===== src/rtl/sram_arbiter_pkg.sv =====
// Shared encodings for the IF/MEM SRAM-like port arbiter: FSM states,
// grant-owner codes and the SRAM-like transfer size codes.
package sram_arbiter_pkg;

  typedef enum logic [1:0] {
    ST_IDLE = 2'd0,
    ST_ADDR = 2'd1,
    ST_DATA = 2'd2
  } arb_state_e;

  localparam logic OWN_INST = 1'b0;
  localparam logic OWN_DATA = 1'b1;

  localparam logic [1:0] SIZE_BYTE = 2'd0;
  localparam logic [1:0] SIZE_HALF = 2'd1;
  localparam logic [1:0] SIZE_WORD = 2'd2;

endpackage


===== src/rtl/sram_arbiter_if.sv =====
// One SRAM-like request/response channel. The requester uses the master
// modport and the responder uses the slave modport.
interface sram_arbiter_if #(
  parameter int ADDR_W = 32,
  parameter int DATA_W = 32
);
  logic              req;
  logic              wr;
  logic [1:0]        size;
  logic [3:0]        wstrb;
  logic [ADDR_W-1:0] addr;
  logic [DATA_W-1:0] wdata;
  logic              addr_ok;
  logic              data_ok;
  logic [DATA_W-1:0] rdata;

  modport master (
    output req, wr, size, wstrb, addr, wdata,
    input  addr_ok, data_ok, rdata
  );

  modport slave (
    input  req, wr, size, wstrb, addr, wdata,
    output addr_ok, data_ok, rdata
  );
endinterface


===== src/rtl/sram_arbiter_arb_grant_sel.sv =====
// Combinational winner select between the inst and data masters.
// SRAM_ARB_RR_EN selects round-robin; otherwise data always beats inst.
module sram_arbiter_arb_grant_sel
  import sram_arbiter_pkg::*;
(
  input  logic i_req,
  input  logic d_req,
  input  logic last,
  output logic winner
);

`ifdef SRAM_ARB_RR_EN
  always_comb begin
    winner = d_req ? OWN_DATA : OWN_INST;
    // On a tie, hand the port to whoever did not get it last time.
    if (i_req && d_req) winner = ~last;
  end
`else
  logic unused_sel;
  assign unused_sel = i_req ^ last;
  assign winner     = d_req ? OWN_DATA : OWN_INST;
`endif

endmodule


===== src/rtl/sram_arbiter.sv =====
// Two-master (IF/MEM) to one-slave SRAM-like arbiter, one transaction in
// flight. Define SRAM_ARB_RR_EN for round-robin instead of data priority.
module sram_arbiter
  import sram_arbiter_pkg::*;
#(
  parameter int ADDR_W = 32,
  parameter int DATA_W = 32
) (
  input  logic           clk,
  input  logic           reset,
  sram_arbiter_if.slave  i_bus,
  sram_arbiter_if.slave  d_bus,
  sram_arbiter_if.master s_bus
);

  arb_state_e        state_q, state_d;
  logic              owner_q, owner_d;
  logic              winner;
  logic              last;
  logic              owner_req;
  logic              fwd_en;
  logic              addr_hs;
  logic [ADDR_W-1:0] fwd_addr;
  logic [DATA_W-1:0] fwd_wdata;

`ifdef SRAM_ARB_RR_EN
  logic last_q, last_d;
  assign last = last_q;
`else
  assign last = OWN_DATA;
`endif

  sram_arbiter_arb_grant_sel u_grant_sel (
    .i_req  (i_bus.req),
    .d_req  (d_bus.req),
    .last   (last),
    .winner (winner)
  );

  assign owner_req = (owner_q == OWN_DATA) ? d_bus.req : i_bus.req;
  // A dropped owner req in ADDR stalls the slave request rather than aborting.
  assign fwd_en    = (state_q == ST_ADDR) && owner_req;
  assign addr_hs   = fwd_en && s_bus.addr_ok;

  always_comb begin
    state_d = state_q;
    owner_d = owner_q;
`ifdef SRAM_ARB_RR_EN
    last_d  = last_q;
`endif
    case (state_q)
      ST_IDLE: begin
        if (i_bus.req || d_bus.req) begin
          state_d = ST_ADDR;
          owner_d = winner;
`ifdef SRAM_ARB_RR_EN
          last_d  = winner;
`endif
        end
      end
      ST_ADDR: if (addr_hs) state_d = ST_DATA;
      ST_DATA: if (s_bus.data_ok) state_d = ST_IDLE;
      default: state_d = ST_IDLE;
    endcase
  end

  always_ff @(posedge clk) begin
    if (reset) begin
      state_q <= ST_IDLE;
      owner_q <= OWN_INST;
    end else begin
      state_q <= state_d;
      owner_q <= owner_d;
    end
  end

`ifdef SRAM_ARB_RR_EN
  always_ff @(posedge clk) begin
    if (reset) last_q <= OWN_DATA;
    else       last_q <= last_d;
  end
`endif

  always_comb begin
    s_bus.req   = 1'b0;
    s_bus.wr    = 1'b0;
    s_bus.size  = 2'd0;
    s_bus.wstrb = 4'd0;
    fwd_addr    = '0;
    fwd_wdata   = '0;
    if (fwd_en) begin
      s_bus.req = 1'b1;
      if (owner_q == OWN_DATA) begin
        s_bus.wr    = d_bus.wr;
        s_bus.size  = d_bus.size;
        s_bus.wstrb = d_bus.wstrb;
        fwd_addr    = d_bus.addr;
        fwd_wdata   = d_bus.wdata;
      end else begin
        s_bus.wr    = i_bus.wr;
        s_bus.size  = i_bus.size;
        s_bus.wstrb = i_bus.wstrb;
        fwd_addr    = i_bus.addr;
        fwd_wdata   = i_bus.wdata;
      end
    end
  end

  assign s_bus.addr  = fwd_addr;
  assign s_bus.wdata = fwd_wdata;

  // Responses only reach the owner; stray slave strobes in other states die here.
  assign i_bus.addr_ok = addr_hs && (owner_q == OWN_INST);
  assign d_bus.addr_ok = addr_hs && (owner_q == OWN_DATA);
  assign i_bus.data_ok = (state_q == ST_DATA) && (owner_q == OWN_INST) && s_bus.data_ok;
  assign d_bus.data_ok = (state_q == ST_DATA) && (owner_q == OWN_DATA) && s_bus.data_ok;
  assign i_bus.rdata   = s_bus.rdata;
  assign d_bus.rdata   = s_bus.rdata;

endmodule


===== src/flat_wrapper.sv =====
// flat-port wrapper written by rule: the top's interface ports become plain ports
module sram_arbiter_flat import sram_arbiter_pkg::*;
#(
  parameter int ADDR_W = 32,
  parameter int DATA_W = 32
)
  (clk, reset, i_bus_req, i_bus_wr, i_bus_size, i_bus_wstrb, i_bus_addr, i_bus_wdata, i_bus_addr_ok, i_bus_data_ok, i_bus_rdata, d_bus_req, d_bus_wr, d_bus_size, d_bus_wstrb, d_bus_addr, d_bus_wdata, d_bus_addr_ok, d_bus_data_ok, d_bus_rdata, s_bus_req, s_bus_wr, s_bus_size, s_bus_wstrb, s_bus_addr, s_bus_wdata, s_bus_addr_ok, s_bus_data_ok, s_bus_rdata);
  sram_arbiter_if #(.ADDR_W(ADDR_W), .DATA_W(DATA_W)) i_bus_i ();
  sram_arbiter_if #(.ADDR_W(ADDR_W), .DATA_W(DATA_W)) d_bus_i ();
  sram_arbiter_if #(.ADDR_W(ADDR_W), .DATA_W(DATA_W)) s_bus_i ();
  input  logic clk;
  input  logic reset;
  input wire logic [$bits(i_bus_i.req)-1:0] i_bus_req;
  input wire logic [$bits(i_bus_i.wr)-1:0] i_bus_wr;
  input wire logic [$bits(i_bus_i.size)-1:0] i_bus_size;
  input wire logic [$bits(i_bus_i.wstrb)-1:0] i_bus_wstrb;
  input wire logic [$bits(i_bus_i.addr)-1:0] i_bus_addr;
  input wire logic [$bits(i_bus_i.wdata)-1:0] i_bus_wdata;
  output wire logic [$bits(i_bus_i.addr_ok)-1:0] i_bus_addr_ok;
  output wire logic [$bits(i_bus_i.data_ok)-1:0] i_bus_data_ok;
  output wire logic [$bits(i_bus_i.rdata)-1:0] i_bus_rdata;
  input wire logic [$bits(d_bus_i.req)-1:0] d_bus_req;
  input wire logic [$bits(d_bus_i.wr)-1:0] d_bus_wr;
  input wire logic [$bits(d_bus_i.size)-1:0] d_bus_size;
  input wire logic [$bits(d_bus_i.wstrb)-1:0] d_bus_wstrb;
  input wire logic [$bits(d_bus_i.addr)-1:0] d_bus_addr;
  input wire logic [$bits(d_bus_i.wdata)-1:0] d_bus_wdata;
  output wire logic [$bits(d_bus_i.addr_ok)-1:0] d_bus_addr_ok;
  output wire logic [$bits(d_bus_i.data_ok)-1:0] d_bus_data_ok;
  output wire logic [$bits(d_bus_i.rdata)-1:0] d_bus_rdata;
  output wire logic [$bits(s_bus_i.req)-1:0] s_bus_req;
  output wire logic [$bits(s_bus_i.wr)-1:0] s_bus_wr;
  output wire logic [$bits(s_bus_i.size)-1:0] s_bus_size;
  output wire logic [$bits(s_bus_i.wstrb)-1:0] s_bus_wstrb;
  output wire logic [$bits(s_bus_i.addr)-1:0] s_bus_addr;
  output wire logic [$bits(s_bus_i.wdata)-1:0] s_bus_wdata;
  input wire logic [$bits(s_bus_i.addr_ok)-1:0] s_bus_addr_ok;
  input wire logic [$bits(s_bus_i.data_ok)-1:0] s_bus_data_ok;
  input wire logic [$bits(s_bus_i.rdata)-1:0] s_bus_rdata;
  assign i_bus_i.req = i_bus_req;
  assign i_bus_i.wr = i_bus_wr;
  assign i_bus_i.size = i_bus_size;
  assign i_bus_i.wstrb = i_bus_wstrb;
  assign i_bus_i.addr = i_bus_addr;
  assign i_bus_i.wdata = i_bus_wdata;
  assign i_bus_addr_ok = i_bus_i.addr_ok;
  assign i_bus_data_ok = i_bus_i.data_ok;
  assign i_bus_rdata = i_bus_i.rdata;
  assign d_bus_i.req = d_bus_req;
  assign d_bus_i.wr = d_bus_wr;
  assign d_bus_i.size = d_bus_size;
  assign d_bus_i.wstrb = d_bus_wstrb;
  assign d_bus_i.addr = d_bus_addr;
  assign d_bus_i.wdata = d_bus_wdata;
  assign d_bus_addr_ok = d_bus_i.addr_ok;
  assign d_bus_data_ok = d_bus_i.data_ok;
  assign d_bus_rdata = d_bus_i.rdata;
  assign s_bus_req = s_bus_i.req;
  assign s_bus_wr = s_bus_i.wr;
  assign s_bus_size = s_bus_i.size;
  assign s_bus_wstrb = s_bus_i.wstrb;
  assign s_bus_addr = s_bus_i.addr;
  assign s_bus_wdata = s_bus_i.wdata;
  assign s_bus_i.addr_ok = s_bus_addr_ok;
  assign s_bus_i.data_ok = s_bus_data_ok;
  assign s_bus_i.rdata = s_bus_rdata;
  sram_arbiter #(.ADDR_W(ADDR_W), .DATA_W(DATA_W)) u_core (.clk(clk), .reset(reset), .i_bus(i_bus_i), .d_bus(d_bus_i), .s_bus(s_bus_i));
endmodule

===== config.mk =====
export PLATFORM = sky130hd
export DESIGN_NAME = sram_arbiter_flat
export DESIGN_NICKNAME = d
export VERILOG_FILES = /design/src/rtl/sram_arbiter_pkg.sv /design/src/rtl/sram_arbiter_if.sv /design/src/rtl/sram_arbiter_arb_grant_sel.sv /design/src/rtl/sram_arbiter.sv /design/src/flat_wrapper.sv
export SDC_FILE = /design/constraint.sdc
export NUM_CORES = 1
export LEC_CHECK = 0
export CORE_AREA = 10 10 116 118
export CTS_BUF_LIST = sky130_fd_sc_hd__clkbuf_8
export CTS_CLUSTER_SIZE = 16
export DETAILED_ROUTE_END_ITERATION = 7
export DIE_AREA = 0 0 126 128
export PLACE_DENSITY = 0.69
export REMOVE_ABC_BUFFERS = 1
export SLEW_MARGIN = 5
export SYNTH_ARGS = -nofsm -noshare
export SYNTH_HDL_FRONTEND = slang
export SYNTH_SLANG_ARGS = --single-unit

===== constraint.sdc =====
create_clock -name clk -period 1.9 [get_ports clk]
set_input_delay 0.38 -clock clk [delete_from_list [all_inputs] [get_ports clk]]
set_output_delay 0.38 -clock clk [all_outputs]
set_load 0.02 [all_outputs]

==> qor.csv, run 1 <==
metric;value;unit
hold_viol;0;
seq_area_frac_synth;2.92;%
whs_path_depth;3;
cts_root_buf;clkbuf_8;
synth.avg_cell_area;8.10;um2
power_leakage;1.71;nW
antenna_found_initial;0;
drt-pass1-iter-count;4;
layout.nets;612;
cts_hold_buf;0;
vias_per_cell;4.58;
crit_arrival;1.58;ns
io_buffer_count;223;
drive_gt1_share;41.5;%
period_minus_slack;1.96;ns
cp_max_fo;9;
grt_pass1_vias;2925;
cap_violations;0;
io_pins;320;
crit_required;1.52;ns
drv_slew;0;
postLayoutCellArea;0.00432;mm2
cts_tree;yes;
dpl_cell_area;0.00417;mm2
regToRegSetupSlack;0.59;ns
violations;negative setup slack;
min_path_type;reg2reg;
outcome;finished, violations left;
critPathCaptureType;primary output;
irDropWorstVdd;239;uV
die_h;128;um
use_met2;20.2;%
skew;0.000363;ns
met3_usage;14.7;%
yosysWarnings;0;
synthDistinctLibCells;20;
wire_per_inst;23.3;um
syn_inst;254;
reg2reg_to;u_core.state_q[1]$_SDFFE_PP0P_;
routed_wl;13400;um
fmax;509;MHz
grt_pass1_wl;18700;um
timing.rr.start;u_core.state_q[0]$_SDFFE_PP0P_;
core;0.0112;mm2
num-fill-cells;1148;
period_share;103;%
final_antenna_net_count;0;
syn_to_final_growth;110;%
setup_violations;28;
rsz0062_at_grt;true;
clkTransAtPathRegs;0.03;ns
r2r_cells;3;
setup_slack;-0.0644;ns
initialDrtViolationCount;41;
p_total;1.59;mW
diodes;0;
path_class;reg2out;
power_density;368;mW/mm2
tightestPinTransition;0.294;ns
min_to;u_core.owner_q$_SDFFE_PP0P_;
place_congestion;0.837;
fin_util;38.5;%
slowest_stage;dfxtp_4;
grt_max_degree;35;
initial_core_util;18.3;%
cp_cell_sequence;mux2i_4, buf_4, buf_16, buf_4, nor3_2, buf_4;
min_from;u_core.state_q[1]$_SDFFE_PP0P_;
mostFrequentLayoutCell;clkdlybuf4s50_1;
grt_overflow;0;
syn_area;0.00206;mm2
slowest_delay;0.36;ns
die_x;126;um
tns;-1.06;ns
vias;2631;
ys_ff_latch;3;
met1_usage;16.6;%
slew_headroom;79.8;%
crit_top_cell;buf_4;
top_usage_layer;met2;
critPathLaunchType;flop;
dieArea;0.0161;mm2
cts_made_buffers;3;
row_count;39;
grt_usage;15.1;%
dp_hpwl;11000;um
cts_sinks;3;
clk_latency;0.22;ns
drc;0;
final_cell_mix;145 x clkdlybuf4s50_1, 70 x mux2i_1, 67 x buf_4;
cts_buffer_depth;2;
htree_num_levels;1;
-- metrics by stage --
stage	cells	hold slack, ns	worst slack (ns)
after floorplan	165	0.487	-6.01
after global placement	561	0.625	-0.680
after detailed placement	561	0.639	-0.694
after CTS	571	0.647	-0.147
after global routing	574	0.681	-0.132
final	574	0.635	-0.0644
-- synthesized netlist by cell type, drive strengths merged --
cell    instances  area [um2]
buf            87         632
nor3           73         531
mux2i          72         721
dfxtp           3        60.1
nand2           3        11.3
clkbuf          2        7.51
nand2b          2        12.5
nor2            2        7.51
nor3b           2        15.0
or4b            2        20.0
inv             1        3.75
nor4            1        6.26
o211a           1        10.0
o21ai           1        5.00
o41ai           1        8.76
or3             1        6.26
-- worst max-delay path: cells and delay by family, from the launching register on --
family                 cells  cell delay [ns]
buffers and inverters      4             0.63
AND/OR/NAND/NOR            1             0.17
multiplexers               1             0.21
flip-flops                 1             0.36
-- power by group --
| group | internal [mW] | leakage, nW | switching (mW) | total [mW] |
|---|---|---|---|---|
| clock | 0.138 | 0.0269 | 0.0464 | 0.184 |
| sequential | 0.0690 | 0.0254 | 0.00719 | 0.0762 |
| combinational | 0.727 | 1.66 | 0.602 | 1.33 |
| total | 0.934 | 1.71 | 0.656 | 1.59 |
-- state kept, by name (all words and copies together) (netlist names) --
name,count
u_core.owner_q,1
u_core.state_q,2
-- metal layers --
metal,vias to the layer above,wire (um)
met5,-,146
met4,4,53
met3,10,2750
met2,237,5300
met1,1185,5140
li1,1195,-
-- timing repair --
action | CTS | global route
gates resized for setup | 348 | 93
pin swaps | 0 | 7
endpoints found under the hold margin | 0 | 0
buffers inserted | 3 | 4
setup endpoints to repair | 76 | 76
cloned | 4 | 0
-- worst max-delay path by stage --
stage / from / end / cells after the start
2_1_floorplan: u_core.owner_q$_SDFFE_PP0P_ / d_bus_addr_ok / 2
3_3_place_gp: d_bus_req / s_bus_addr[12] / 5
3_5_place_dp: d_bus_req / s_bus_addr[12] / 5
4_1_cts: u_core.owner_q$_SDFFE_PP0P_ / s_bus_addr[28] / 5
5_1_grt: u_core.owner_q$_SDFFE_PP0P_ / s_bus_addr[2] / 6
6_report: u_core.owner_q$_SDFFE_PP0P_ / s_bus_addr[11] / 6
-- logic make-up (layout without fill, tap and decap cells) --
kind of cell           Yosys count  after routing  synth area share (%)
muxes                           72             72                  35.0
buffers and inverters           90            267                  31.3
and+or+nand+nor                 86             86                  29.6
DFF                              3              3                  2.92
AOI/OAI and AO/OA                3              3                  1.16
-- layout make-up --
| type | count | area [um2] | area share, % |
|---|---|---|---|
| clock buffers | 3 | 41.3 | 0.956 |
| multi-input cells | 161 | 1550 | 35.8 |
| well taps | 143 | 179 | 4.14 |
| flip-flops and latches | 3 | 63.8 | 1.48 |
| repair buffers | 262 | 2480 | 57.5 |
| inverters | 1 | 3.75 | 0.0869 |
| clock inverters | 1 | 3.75 | 0.0869 |
Note: power is estimated with default switching activity, not from simulation.
==> run 2, diff against run 1 <==
--- a/config.mk
+++ b/config.mk
@@ -10,6 +10,7 @@
 export CTS_CLUSTER_SIZE = 16
 export DETAILED_ROUTE_END_ITERATION = 7
 export DIE_AREA = 0 0 126 128
+export HOLD_SLACK_MARGIN = 0.05
 export PLACE_DENSITY = 0.69
 export REMOVE_ABC_BUFFERS = 1
 export SLEW_MARGIN = 5
==> results of run 2 <==
No change in the layout: final DEF, timing and power equal those of run 1.
==> run 3, diff against run 2 <==
--- a/config.mk
+++ b/config.mk
@@ -5,13 +5,15 @@
 export SDC_FILE = /design/constraint.sdc
 export NUM_CORES = 1
 export LEC_CHECK = 0
-export CORE_AREA = 10 10 116 118
+export CAP_MARGIN = 10
+export CORE_AREA = 8 8 117 119
 export CTS_BUF_LIST = sky130_fd_sc_hd__clkbuf_8
 export CTS_CLUSTER_SIZE = 16
 export DETAILED_ROUTE_END_ITERATION = 7
-export DIE_AREA = 0 0 126 128
+export DIE_AREA = 0 0 125 127
+export GPL_ROUTABILITY_DRIVEN = 0
 export HOLD_SLACK_MARGIN = 0.05
-export PLACE_DENSITY = 0.69
+export PLACE_DENSITY = 0.66
 export REMOVE_ABC_BUFFERS = 1
 export SLEW_MARGIN = 5
 export SYNTH_ARGS = -nofsm -noshare
==> run 3 against run 2 <==
  * The flow still finishes with violations (negative setup slack)
  * Clock skew increased by 0.00098 ns
  * Clock power down 4%
  * Sequential share of layout area decreased by 0.12 points
  * Register-to-register slack got worse by 0.36 ns
  * Worst hold slack gained 0.0079 ns
  * Critical path type is now in2out
  * Critical endpoint is now s_bus_size[1]
  * Highest routed layer unchanged
==> qor.csv, run 3 (same netlist as run 1, synthesis figures left out) <==
metric;value;unit
outcome;finished, violations left;
violations;negative setup slack;
power_density;374;mW/mm2
grt_pass1_vias;2915;
top_regs;u_core.state_q (2), u_core.owner_q (1);
slowest_delay;0.29;ns
cp_max_fo;6;
initial_core_util;17.4;%
regArea;63.8;um2
mostFrequentLayoutCell;clkdlybuf4s50_1;
grt_usage;15.3;%
irDropWorstVdd;288;uV
antenna_found_initial;0;
postLayoutCellArea;0.00471;mm2
min_to;u_core.owner_q$_SDFFE_PP0P_;
multi_input_area;0.00170;mm2
cap_violations;0;
vias_per_cell;4.47;
cts_root_buf;clkbuf_8;
cp_num_buf_inv;5;
cts_sinks;3;
timing.rr.start;u_core.owner_q$_SDFFE_PP0P_;
crit_top_cell;buf_12;
drt-pass1-iter-count;6;
path_depth;7;
clkTransAtPathRegs;0.03;ns
initialDrtViolationCount;57;
setup_slack;-0.0738;ns
final_antenna_net_count;0;
dpl_cell_area;0.00402;mm2
r2r_cells;7;
diodes;0;
cts_buffer_depth;2;
grt_pass1_wl;18700;um
drv_slew;0;
die_x;125;um
rsz0062_at_grt;true;
critPathCaptureType;primary output;
cts_tree;yes;
cp_cell_sequence;dlygate4sd2_1, mux2i_4, buf_12, buf_12, buf_12, nor3_2, buf_4;
dieArea;0.0159;mm2
vias;2554;
path_class;in2out;
htree_num_levels;1;
num-fill-cells;1177;
core;0.0118;mm2
slew_headroom;78.3;%
cts_hold_buf;0;
row_count;40;
largest_reg_flops;2;
reg2reg_to;u_core.state_q[1]$_SDFFE_PP0P_;
crit_arrival;1.59;ns
drc;0;
critPathLaunchType;primary input;
routed_wl;13600;um
period_share;104;%
dp_hpwl;10300;um
crit_required;1.52;ns
final_cell_mix;145 x clkdlybuf4s50_1, 69 x mux2i_1, 40 x buf_4;
min_path_type;reg2reg;
drive_gt1_share;42.2;%
regToRegSetupSlack;0.23;ns
regMostFlops;u_core.state_q;
cts_made_buffers;3;
p_total;1.76;mW
cpLargestDelayFamily;buffers and inverters;
slowest_stage;mux2i_4;
power_leakage;1.82;nW
grt_overflow;0;
wire_per_inst;23.8;um
min_from;u_core.state_q[1]$_SDFFE_PP0P_;
layout.nets;605;
fmax;507;MHz
io_buffer_count;223;
syn_to_final_growth;129;%
whs_path_depth;3;
tightestPinTransition;0.316;ns
io_pins;320;
period_minus_slack;1.97;ns
clk_latency;0.21;ns
hold_viol;0;
skew;0.00134;ns
die_h;127;um
grt_max_degree;41;
setup_violations;56;
==> run 3: worst min-delay path, cell delays in order (launching register included) <==
cell     delay (ns)
dfxtp_1        0.32
buf_4          0.13
or4b_1         0.10
o21ai_1        0.05
==> run 3: area by class of cell <==
type	count	area share, %
timing repair buffer	255	57.5
sequential	3	1.36
tap	147	3.91
clock buffer	3	0.877
multi-input combinational	161	36.2
clock inverter	1	0.0797
inverter	1	0.0797
==> run 3: what timing repair did <==
action | CTS | global route
pin swaps | 32 | 13
gates cloned | 9 | 2
setup endpoints to repair | 76 | 68
setup buffers | 9 | 1
resized for setup | 420 | 78
==> run 3: worst max-delay path by stage <==
stage                      end  slack, ns                         from
4_1_cts        s_bus_wdata[20]      -0.19  u_core.owner_q$_SDFFE_PP0P_
3_3_place_gp    s_bus_addr[21]      -0.57                    d_bus_req
6_report         s_bus_size[1]      -0.07                    d_bus_req
3_5_place_dp   s_bus_wdata[27]      -0.64                    d_bus_req
5_1_grt         s_bus_addr[14]      -0.12  u_core.owner_q$_SDFFE_PP0P_
2_1_floorplan    d_bus_addr_ok      -6.01  u_core.owner_q$_SDFFE_PP0P_
==> run 3: layer usage <==
| metal | vias to the layer above | routed length [um] | global-route usage, % | share of wire [%] |
|---|---|---|---|---|
| met4 | 2 | 0 | 0.645 | 0 |
| met3 | 2 | 2130 | 11.6 | 16 |
| met2 | 193 | 6020 | 23.4 | 44 |
| li1 | 1190 | - | - | - |
| met1 | 1167 | 5390 | 17.2 | 40 |
| met5 | - | 50 | 3.26 | 0.37 |
==> run 3: report_power, final <==
| group | leakage, nW | switching, mW | internal [mW] |
|---|---|---|---|
| Clock | 0.0269 | 0.0392 | 0.137 |
| Combinational | 1.77 | 0.694 | 0.817 |
| Sequential | 0.0254 | 0.00599 | 0.0690 |
==> run 3: through the flow <==
stage	setup TNS, ns	hold slack (ns)	cells	setup WS (ns)	utilization, %
final	-2.55	0.643	571	-0.0738	39.9
after global routing	-5.10	0.673	571	-0.121	39.9
after CTS	-4.66	0.652	569	-0.190	37.5
after detailed placement	-41.07	0.640	547	-0.644	34.1
after global placement	-39.78	0.627	547	-0.574	34.1
after floorplan	-448.05	0.487	165	-6.01	-
